`config.mk`:
```
export PLATFORM = sky130hd
export DESIGN_NAME = pwm_multi
export DESIGN_NICKNAME = d
export VERILOG_FILES = /design/src/rtl/pwm_multi.sv
export SDC_FILE = /design/constraint.sdc
export NUM_CORES = 1
export LEC_CHECK = 0
export CAP_MARGIN = 20
export CORE_MARGIN = 4
export CORE_UTILIZATION = 25
export CTS_BUF_LIST = sky130_fd_sc_hd__clkbuf_16
export DETAILED_ROUTE_END_ITERATION = 7
export GPL_TIMING_DRIVEN = 0
export MAX_ROUTING_LAYER = met4
export PLACE_DENSITY_LB_ADDON = 0.1
export SYNTH_ARGS = -nofsm -noshare
export SYNTH_HDL_FRONTEND = slang
export SYNTH_SLANG_ARGS = --single-unit
```
`constraint.sdc`:
```
create_clock -name clk -period 2.5 [get_ports clk]
set_input_delay 0.25 -clock clk [delete_from_list [all_inputs] [get_ports clk]]
set_output_delay 0.25 -clock clk [all_outputs]
set_load 0.05 [all_outputs]
```
`src/rtl/pwm_multi.sv`:
```
// pwm_multi: multi-channel PWM sharing one prescaled counter, with double-buffered duty registers.
// Define PWM_CENTER_ALIGN_EN for an up/down (centre-aligned) counter; the default build is edge-aligned.
module pwm_multi #(
  parameter int CHANNELS = 4,
  parameter int WIDTH    = 8,
  parameter int DIV_W    = 16,
  parameter int CH_W     = (CHANNELS > 1) ? $clog2(CHANNELS) : 1
) (
  input  logic                clk,
  input  logic                rst_n,
  input  logic                enable,
  input  logic [DIV_W-1:0]    prescale,
  input  logic [WIDTH-1:0]    period,
  input  logic                wr_en,
  input  logic [CH_W-1:0]     wr_ch,
  input  logic [WIDTH-1:0]    wr_duty,
  output logic [CHANNELS-1:0] pwm_out,
  output logic                period_start
);

  logic [DIV_W-1:0] r_pre_cnt;
  logic [WIDTH-1:0] r_cnt;
  logic [WIDTH-1:0] r_p_act;
  logic [WIDTH-1:0] r_duty_sh  [CHANNELS];
  logic [WIDTH-1:0] r_duty_act [CHANNELS];
  logic             r_bnd;
  logic             w_tick;
  logic             w_bnd;
  logic [WIDTH-1:0] w_cnt_nxt;

  assign w_tick = (r_pre_cnt == prescale);

`ifdef PWM_CENTER_ALIGN_EN
  typedef enum logic {DIR_UP, DIR_DOWN} dir_t;
  dir_t r_dir;
  dir_t w_dir_nxt;

  // Boundary is the step back to 0 while descending; P_act<=1 never has a distinct down leg.
  always_comb begin
    w_cnt_nxt = r_cnt;
    w_dir_nxt = r_dir;
    w_bnd     = 1'b0;
    if (r_dir == DIR_UP) begin
      if (r_cnt >= r_p_act) begin
        if (r_p_act <= WIDTH'(1)) begin
          w_cnt_nxt = '0;
          w_bnd     = 1'b1;
        end else begin
          w_cnt_nxt = r_cnt - WIDTH'(1);
          w_dir_nxt = DIR_DOWN;
        end
      end else begin
        w_cnt_nxt = r_cnt + WIDTH'(1);
      end
    end else begin
      if (r_cnt <= WIDTH'(1)) begin
        w_cnt_nxt = '0;
        w_dir_nxt = DIR_UP;
        w_bnd     = 1'b1;
      end else begin
        w_cnt_nxt = r_cnt - WIDTH'(1);
      end
    end
  end
`else
  always_comb begin
    w_bnd     = (r_cnt == r_p_act);
    w_cnt_nxt = w_bnd ? '0 : r_cnt + WIDTH'(1);
  end
`endif

  always_ff @(posedge clk or negedge rst_n) begin
    if (!rst_n) begin
      r_pre_cnt    <= '0;
      r_cnt        <= '0;
      r_p_act      <= '1;
      r_bnd        <= 1'b0;
      pwm_out      <= '0;
      period_start <= 1'b0;
`ifdef PWM_CENTER_ALIGN_EN
      r_dir        <= DIR_UP;
`endif
      for (int unsigned i = 0; i < CHANNELS; i++) begin
        r_duty_sh[i]  <= '0;
        r_duty_act[i] <= '0;
      end
    end else begin
      for (int unsigned i = 0; i < CHANNELS; i++) begin
        if (wr_en && (wr_ch == CH_W'(i))) r_duty_sh[i] <= wr_duty;
      end
      if (!enable) begin
        r_pre_cnt    <= '0;
        r_cnt        <= '0;
        r_p_act      <= period;
        r_bnd        <= 1'b0;
        pwm_out      <= '0;
        period_start <= 1'b0;
`ifdef PWM_CENTER_ALIGN_EN
        r_dir        <= DIR_UP;
`endif
        for (int unsigned i = 0; i < CHANNELS; i++) r_duty_act[i] <= r_duty_sh[i];
      end else begin
        r_pre_cnt    <= w_tick ? '0 : r_pre_cnt + DIV_W'(1);
        // Boundary flag is delayed one clock so period_start lines up with the cnt=0 output.
        r_bnd        <= w_tick && w_bnd;
        period_start <= r_bnd;
        if (w_tick) begin
          r_cnt <= w_cnt_nxt;
`ifdef PWM_CENTER_ALIGN_EN
          r_dir <= w_dir_nxt;
`endif
          if (w_bnd) begin
            r_p_act <= period;
            for (int unsigned i = 0; i < CHANNELS; i++) r_duty_act[i] <= r_duty_sh[i];
          end
        end
        for (int unsigned i = 0; i < CHANNELS; i++) pwm_out[i] <= (r_cnt < r_duty_act[i]);
      end
    end
  end

endmodule

```
## Word-level counts from Yosys, hierarchy flattened

Cells that the tools add are included.

- Logic and storage cells: 48
- Input bits: 38
- Output and inout bits: 5
- Register bits: 102

- Multiplexer cells: 14
- $lt $le $gt $ge: 4
- Equal/unequal tests: 7
- Reductions and logical operators: 7
- Add/sub/neg operators: 2

Operators with widths:

| operator | number |
|---|---|
| $mux 32 | 3 |
| $mux 8 | 6 |
| $lt 8x8->1 | 4 |
| $mux 16 | 2 |
| $add 16x1->16 const B | 1 |
| $eq 16x16->1 | 1 |
| $add 8x1->8 const B | 1 |
| $eq 8x8->1 | 1 |
| $logic_and 1x1->1 | 5 |
| $eq 2x2->1 const B | 2 |
| $mux 4 | 1 |
| $ne 2x1->1 const B | 2 |
| $eq 2x1->1 const B | 1 |
| $logic_not 2->1 | 1 |
| $mux 1 | 2 |
| $reduce_and 2->1 | 1 |

## Depth between registers and ports, before layout

Gate-level depths: netlist of the first run.

- Word-level depth: 4
- Mapped depth: 7
- Gate-level depth less buffers: 6

## Least setup slack after synthesis of the first run

OpenSTA, ideal clock, no wires.

- Path type: flip-flop to flip-flop
- Start: register r_pre_cnt[3]
- End: register r_duty_act[10] (netlist name)
- Cell stages (with the launch flop): 8
- Buffers on the path: 2
- Setup time: 0.125 ns
- Setup slack: 0.545 ns
- Required time: 2.375 ns
- Arrival: 1.831 ns
- Clock period less this slack: 1.955 ns
- Cell sequence: dfrtp_1 -> buf_6 -> xor2_1 -> nor4_2 -> nand4_2 -> o21ai_4 -> buf_6 -> mux2_2

- Longest elaborated chain between the ends: 3

Ends and longest elaborated chain:

| what | RTL line | source |
|---|---|---|
| start: declaration | 21 | `logic [DIV_W-1:0] r_pre_cnt;` |
| start signal: assignment | 103 | `r_pre_cnt <= w_tick ? '0 : r_pre_cnt + DIV_W'(1);` |
| $eq 16x16->1 | 31 | `assign w_tick = (r_pre_cnt == prescale);` |
| $ne 2x1->1 (no source line) | -- |  |
| $reduce_and 2->1 (no source line) | -- |  |
| end signal: indexed assignment | 85 | `r_duty_act[i] <= '0;` |
| end: declaration | 25 | `logic [WIDTH-1:0] r_duty_act [CHANNELS];` |

Every way passes these cells.
A chain may end at the register's enable or synchronous reset.

## Worst setup path in the final report of the first run

- Start: register r_pre_cnt[11]
- End: register r_duty_act[9] (netlist name)

The elaborated chain is that of the path after synthesis.

==> results of run 1 <==
-- kinds of logic (layout without fill, tap and decap cells) --
kind of cell / after synthesis / in the layout
buffers and inverters: 42 / 102
adders and majority gates: 30 / 30
and+or+nand+nor: 89 / 89
xor gates and xnor gates: 38 / 38
DFF: 102 / 102
AOI/OAI and AO/OA: 38 / 38
muxes: 72 / 72
-- layout make-up --
type	instances	area, um^2	share of cell area
buffer	11	81.3	0.0133
timing repair buffer	44	455	0.0743
clock inverter	7	67.6	0.0110
sequential	102	2560	0.418
tap	265	332	0.0541
multi-input combinational	267	2290	0.373
inverter	31	116	0.0190
clock buffer	9	225	0.0367
-- stage by stage --
step | worst slack [ns] | utilization
2_1_floorplan | 0.545 | -
3_3_place_gp | -2.92 | 0.295
3_5_place_dp | -0.122 | 0.296
4_1_cts | 0.0672 | 0.311
5_1_grt | 0.0696 | 0.312
6_report | 0.215 | 0.312
-- synth_stat cells, drive strengths merged, types with 2 or more instances --
library cell / number
a211oi: 4
a21o: 12
a21oi: 10
and3: 4
buf: 6
clkbuf: 5
dfrtp: 94
dfstp: 8
ha: 30
inv: 31
mux2: 72
nand2: 16
nand2b: 7
nand3: 10
nand3b: 2
nand4: 11
nor2: 20
nor3: 3
nor4: 6
o211a: 4
o22ai: 3
o32ai: 2
or2: 2
or3: 3
xnor2: 8
xor2: 30
-- worst paths after layout --
check	slack (ns)	cells past startpoint	end
worst min-delay path	0.46	1	period_start$_DFF_PN0_
worst max register to register	0.22	6	r_duty_act[9]$_DFFE_PN0P_
worst max-delay path	0.22	6	r_duty_act[9]$_DFFE_PN0P_
min in group asynchronous	0.51	2	r_pre_cnt[9]$_DFF_PN0_
max in group asynchronous	1.26	3	r_duty_sh[5]$_DFFE_PN0P_
worst min register to register	0.46	1	period_start$_DFF_PN0_
-- worst reg2reg max path, delay by kind of cell (launching register included) --
kind / cells / cell delay, ns
compound gates: 1 / 0.32
mux: 1 / 0.35
buf+inv: 1 / 0.22
simple gates: 2 / 0.65
xor+xnor: 1 / 0.19
flops: 1 / 0.44
-- metal layers --
metal | track usage | routed length (um) | share of wire
met3 | 0.0330 | 421 | 0.037
met1 | 0.149 | 5690 | 0.49
met5 | - | 0 | 0
met4 | 0.0297 | 158 | 0.014
met2 | 0.169 | 5220 | 0.45
-- where the power goes --
part / switching [mW] / total [mW] / internal (mW) / leakage [nW]
Sequential: 0.131 / 2.03 / 1.90 / 1.25
Combinational: 0.294 / 0.655 / 0.361 / 1.41
Clock: 0.701 / 1.40 / 0.701 / 0.140
Total: 1.13 / 4.09 / 2.96 / 2.80
-- registers in the layout, indices dropped and copies added, names as in the netlist --
name,cells
r_duty_act,32
r_bnd,1
r_pre_cnt,16
r_duty_sh,32
period_start,1
r_p_act,8
r_cnt,8
pwm_out,4
-- timing repair --
item | CTS | global route
endpoints found under the setup margin | 0 | 33
gates resized for setup | 0 | 2
hold buffers | 1 | 0
hold endpoints to repair | 35 | 0
==> results_dict.tcl, run 1 <==
set metrics [dict create \
    grt_setup_unrepaired "no" \
    coreArea_mm2 0.0197 \
    muxShareOfSynthArea 0.161 \
    synth-main-ff-cell "dfrtp_1" \
    period_needed_ns 2.28 \
    clock-sinks 102 \
    first_pass_iters 4 \
    cp_slowest_cell "dfrtp_1" \
    synth_compound_area_frac 0.0549 \
    slew_viol_final 0 \
    drt-initial-drc-count 106 \
    path_cells "xor2_1 -> nor4_2 -> nand4_2 -> o21ai_4 -> buf_6 -> mux2_2" \
    detail-route-antenna-nets 0 \
    synth.top_cells.by_area "dfrtp_1 (47%), mux2_2 (13%), ha_1 (7.5%)" \
    synth_top_family_by_area "multiplexers" \
    cp_num_buf_inv 1 \
    synth_xor_area_frac 0.0661 \
    cts_buffers 9 \
    yosysTopAreaCell "dfrtp_1" \
    grt_pass1_wl_um 18700 \
    grt_remaining_overflow 0 \
    syn_avg_cell_area_um2 12.3 \
    grt_pass1_vias 3367 \
    synth_edf_count 0 \
    syn-num-nets 479 \
    async_flop_share 1.00 \
    num-fill-cells 2044 \
    routed_wl_um 11500 \
    chipWidth_um 150 \
    final_cell_mix "dfrtp_1 (94), mux2_2 (59), clkdlybuf4s50_1 (41), inv_1 (31)" \
    ir_drop_uv 286 \
    power_density_mw_per_mm2 668 \
    synth.top_cell.area_share 0.467 \
    worstPathArrival_ns 2.53 \
    synth_simple_gate_area_share 0.0954 \
    num_rows 51 \
    syn2layout_area_growth_pct 21.7 \
    cts_max_path_buffers 2 \
    clkTransAtPathRegs_ns 0.07 \
    finalSetupViolCount 0 \
    yosys_warnings 0 \
    final_cells 736 \
    cts_tree "done" \
    tightestPinTransition_ns 0.984 \
    status "finished clean" \
    holdWs_ns 0.464 \
    die_area_mm2 0.0225 \
    num_io_pins 43 \
    track_usage 0.113 \
    drcViolationCount 0 \
    critical_path_class "reg -> reg" \
    vias 3207 \
    finalHoldViolCount 0 \
    max_stage_delay_ns 0.44 \
    endpoint_kind "register" \
    power.leakage_nw 2.80 \
    fin_setup_tns_ns 0 \
    max_freq_mhz 438 \
    place.gp.congestion 0.738 \
    clock-root-buffer "clkbuf_16" \
    grt_antenna_before_repair 0 \
    finalCritPeriodShare 0.914 \
    diodes 0 \
    crit_family "simple AND/OR/NAND/NOR gates" \
    skew_ns 0.0168 \
    placed_area_mm2 0.00581 \
    maxSlewHeadroom 0.341 \
    fin_total_pwr_mw 4.09 \
    post-dp-hpwl_um 8060 \
    grt_start_max_net_pins 55 \
    synth_adder_area_share 0.0745 \
    crit_path_max_fanout 10 \
    final_area_mm2 0.00613 \
    initial_core_util 0.256 \
    synth_cells 411 \
    reg2reg_from "r_pre_cnt[11]$_DFF_PN0_" \
    dp.cells 719 \
    post_cts_buffers 0 \
    startpoint_type "register" \
    maxCapViolCount 0 \
    clock_latency_ns 0.36 \
    final_common_cell "dfrtp_1" \
    wl_per_cell_um 15.6 \
    dieHeight_um 150 \
    min-delay-start "r_bnd$_DFF_PN0_" \
    vias_per_cell 4.36 \
    htreeDepth 3 \
    drive_gt1_frac 0.214 \
    netlist_area_mm2 0.00504 \
    synth-seq-cells 102 \
    io_buffers 42 \
    startpoint "r_pre_cnt[11]$_DFF_PN0_" \
    crit_required_ns 2.74 \
    synth_seq_area_share 0.509 \
    hp-class "reg -> reg" \
    fin_nets 534 \
    netlist-cell-type-count 39 \
]
No activity file was read; power rests on OpenSTA's default activity.
==> run 2: changes to the inputs <==
--- a/config.mk
+++ b/config.mk
@@ -10,9 +10,12 @@
 export CORE_UTILIZATION = 25
 export CTS_BUF_LIST = sky130_fd_sc_hd__clkbuf_16
 export DETAILED_ROUTE_END_ITERATION = 7
+export GPL_ROUTABILITY_DRIVEN = 0
 export GPL_TIMING_DRIVEN = 0
 export MAX_ROUTING_LAYER = met4
 export PLACE_DENSITY_LB_ADDON = 0.1
+export SKIP_CTS_REPAIR_TIMING = 1
 export SYNTH_ARGS = -nofsm -noshare
 export SYNTH_HDL_FRONTEND = slang
 export SYNTH_SLANG_ARGS = --single-unit
+export TNS_END_PERCENT = 5
==> run 2 against run 1 <==
The run now ends with hold timing left; combinational power hardly changed; non-clock buffer count is 1 lower; count of clock-buffer cells in the layout stayed put; sequential share of layout area is 0.068 points higher; global-route usage hardly changed; sequential power hardly changed; fmax hardly changed; total power hardly changed; register-to-register slack hardly changed; hold slack worse by 0.51 ns; wire length is 0.15% lower; flip-flop and latch count stayed put.
==> results_dict.tcl, run 2 (same netlist as run 1, synthesis figures left out) <==
set metrics [dict create \
    status "finished with violations" \
    violations "hold timing" \
    slew_viol_final 0 \
    finalCritPeriodShare 0.914 \
    power.leakage_nw 2.79 \
    finalHoldViolCount 45 \
    startpoint_type "register" \
    final_cells 735 \
    dp.cells 719 \
    grt_pass1_vias 3359 \
    detail-route-antenna-nets 0 \
    final_common_cell "dfrtp_1" \
    drcViolationCount 0 \
    final_area_mm2 0.00612 \
    power_density_mw_per_mm2 668 \
    cts_buffers 9 \
    track_usage 0.112 \
    grt_start_max_net_pins 55 \
    endpoint_kind "register" \
    fin_nets 533 \
    crit_path_max_fanout 10 \
    drt-initial-drc-count 114 \
    post-dp-hpwl_um 8060 \
    routed_wl_um 11500 \
    drive_gt1_frac 0.215 \
    maxCapViolCount 0 \
    diodes 0 \
    cts_tree "done" \
    grt_pass1_wl_um 18600 \
    fin_setup_tns_ns 0 \
    holdWs_ns -0.0469 \
    num_rows 51 \
    grt_remaining_overflow 0 \
    syn2layout_area_growth_pct 21.5 \
    crit_required_ns 2.74 \
    coreArea_mm2 0.0197 \
    die_area_mm2 0.0225 \
    period_needed_ns 2.29 \
    vias_per_cell 4.36 \
    grt_antenna_before_repair 0 \
    ir_drop_uv 286 \
    initial_core_util 0.256 \
    dieHeight_um 150 \
    worstPathArrival_ns 2.53 \
    clock-sinks 102 \
    top_regs "r_duty_act x32, r_duty_sh x32, r_pre_cnt x16" \
    chipWidth_um 150 \
    finalSetupViolCount 0 \
    placed_area_mm2 0.00581 \
    tightestPinTransition_ns 0.984 \
    wl_per_cell_um 15.6 \
    io_buffers 42 \
    maxSlewHeadroom 0.341 \
    clock_latency_ns 0.36 \
    critical_path_class "reg -> reg" \
    final_cell_mix "dfrtp_1 (94), mux2_2 (59), clkdlybuf4s50_1 (41), inv_1 (31)" \
    htreeDepth 3 \
    hp-class "in -> async" \
    clock-root-buffer "clkbuf_16" \
    regToRegSetupSlack_ns 0.21 \
    clkTransAtPathRegs_ns 0.07 \
    vias 3205 \
    first_pass_iters 4 \
    grt_setup_unrepaired "no" \
    num_io_pins 43 \
    max_freq_mhz 437 \
    skew_ns 0.0168 \
    cts_max_path_buffers 2 \
]
## run 2: changes by cell type in the layout (fill, tap and decap cells not counted), sizes merged
cell / delta
dlygate4sd3: -1
## run 2: power by group
| group | internal [mW] | switching [mW] | total, mW |
|---|---|---|---|
| registers | 1.90 | 0.131 | 2.03 |
| logic | 0.360 | 0.293 | 0.653 |
| clock network | 0.701 | 0.701 | 1.40 |
## run 2: cell type report
| class | count | area [um^2] |
|---|---|---|
| timing repair buffer | 43 | 445 |
| multi-input combinational | 267 | 2290 |
| clock inverter | 7 | 67.6 |
| fill | 2045 | 13500 |
| buffer | 11 | 81.3 |
| inverter | 31 | 116 |
| clock buffer | 9 | 225 |
| tap | 265 | 332 |
| sequential | 102 | 2560 |
## run 2: per-layer routing
layer | vias up | track usage | part of all wire
met4 | 0 | 0.0297 | 0.014
met1 | 1597 | 0.149 | 0.49
met2 | 47 | 0.169 | 0.45
met3 | 10 | 0.0333 | 0.037
li1 | 1551 | - | -
met5 | - | - | 0
## run 2: critical path: stages (launching register included)
cell and delay [ns]:
dfrtp_1 0.44, xor2_1 0.19, nor4_2 0.37, nand4_2 0.28
o21ai_4 0.32, buf_6 0.22, mux2_2 0.35
## run 2: path summary, 6_finish.rpt
path                                        endpoint                    start  depth (start not counted)
max                        r_duty_act[9]$_DFFE_PN0P_  r_pre_cnt[11]$_DFF_PN0_                          6
min                           r_pre_cnt[9]$_DFF_PN0_                    rst_n                          1
max reg2reg                r_duty_act[9]$_DFFE_PN0P_  r_pre_cnt[11]$_DFF_PN0_                          6
min reg2reg                   period_start$_DFF_PN0_          r_bnd$_DFF_PN0_                          1
max in group asynchronous   r_duty_sh[5]$_DFFE_PN0P_                    rst_n                          2
min in group clk              period_start$_DFF_PN0_          r_bnd$_DFF_PN0_                          1
## run 2: metrics by stage
step           utilization  power, mW  worst slack (ns)
6_report             0.311       4.09             0.214
4_1_cts              0.311       4.17            0.0672
5_1_grt              0.311       4.34            0.0696
3_3_place_gp         0.295       2.71             -2.92
3_5_place_dp         0.296       2.73            -0.122
2_1_floorplan            -       2.47             0.545
==> run 3: changes to the inputs <==
--- a/config.mk
+++ b/config.mk
@@ -8,7 +8,6 @@
 export CAP_MARGIN = 20
 export CORE_MARGIN = 4
 export CORE_UTILIZATION = 25
-export CTS_BUF_LIST = sky130_fd_sc_hd__clkbuf_16
 export DETAILED_ROUTE_END_ITERATION = 7
 export GPL_ROUTABILITY_DRIVEN = 0
 export GPL_TIMING_DRIVEN = 0
==> constraint.sdc (replaced) <==
create_clock -name clk -period 2.5 [get_ports clk]
set_input_delay 0.25 -clock clk [delete_from_list [all_inputs] [get_ports clk]]
set_output_delay 0.25 -clock clk [all_outputs]
set_load 0.01 [all_outputs]
==> results of run 3 <==
Same layout as run 2 (identical final DEF). Status: finished with violations: hold timing.
Among the figures that moved: total power 4.09 mW -> 4.08 mW
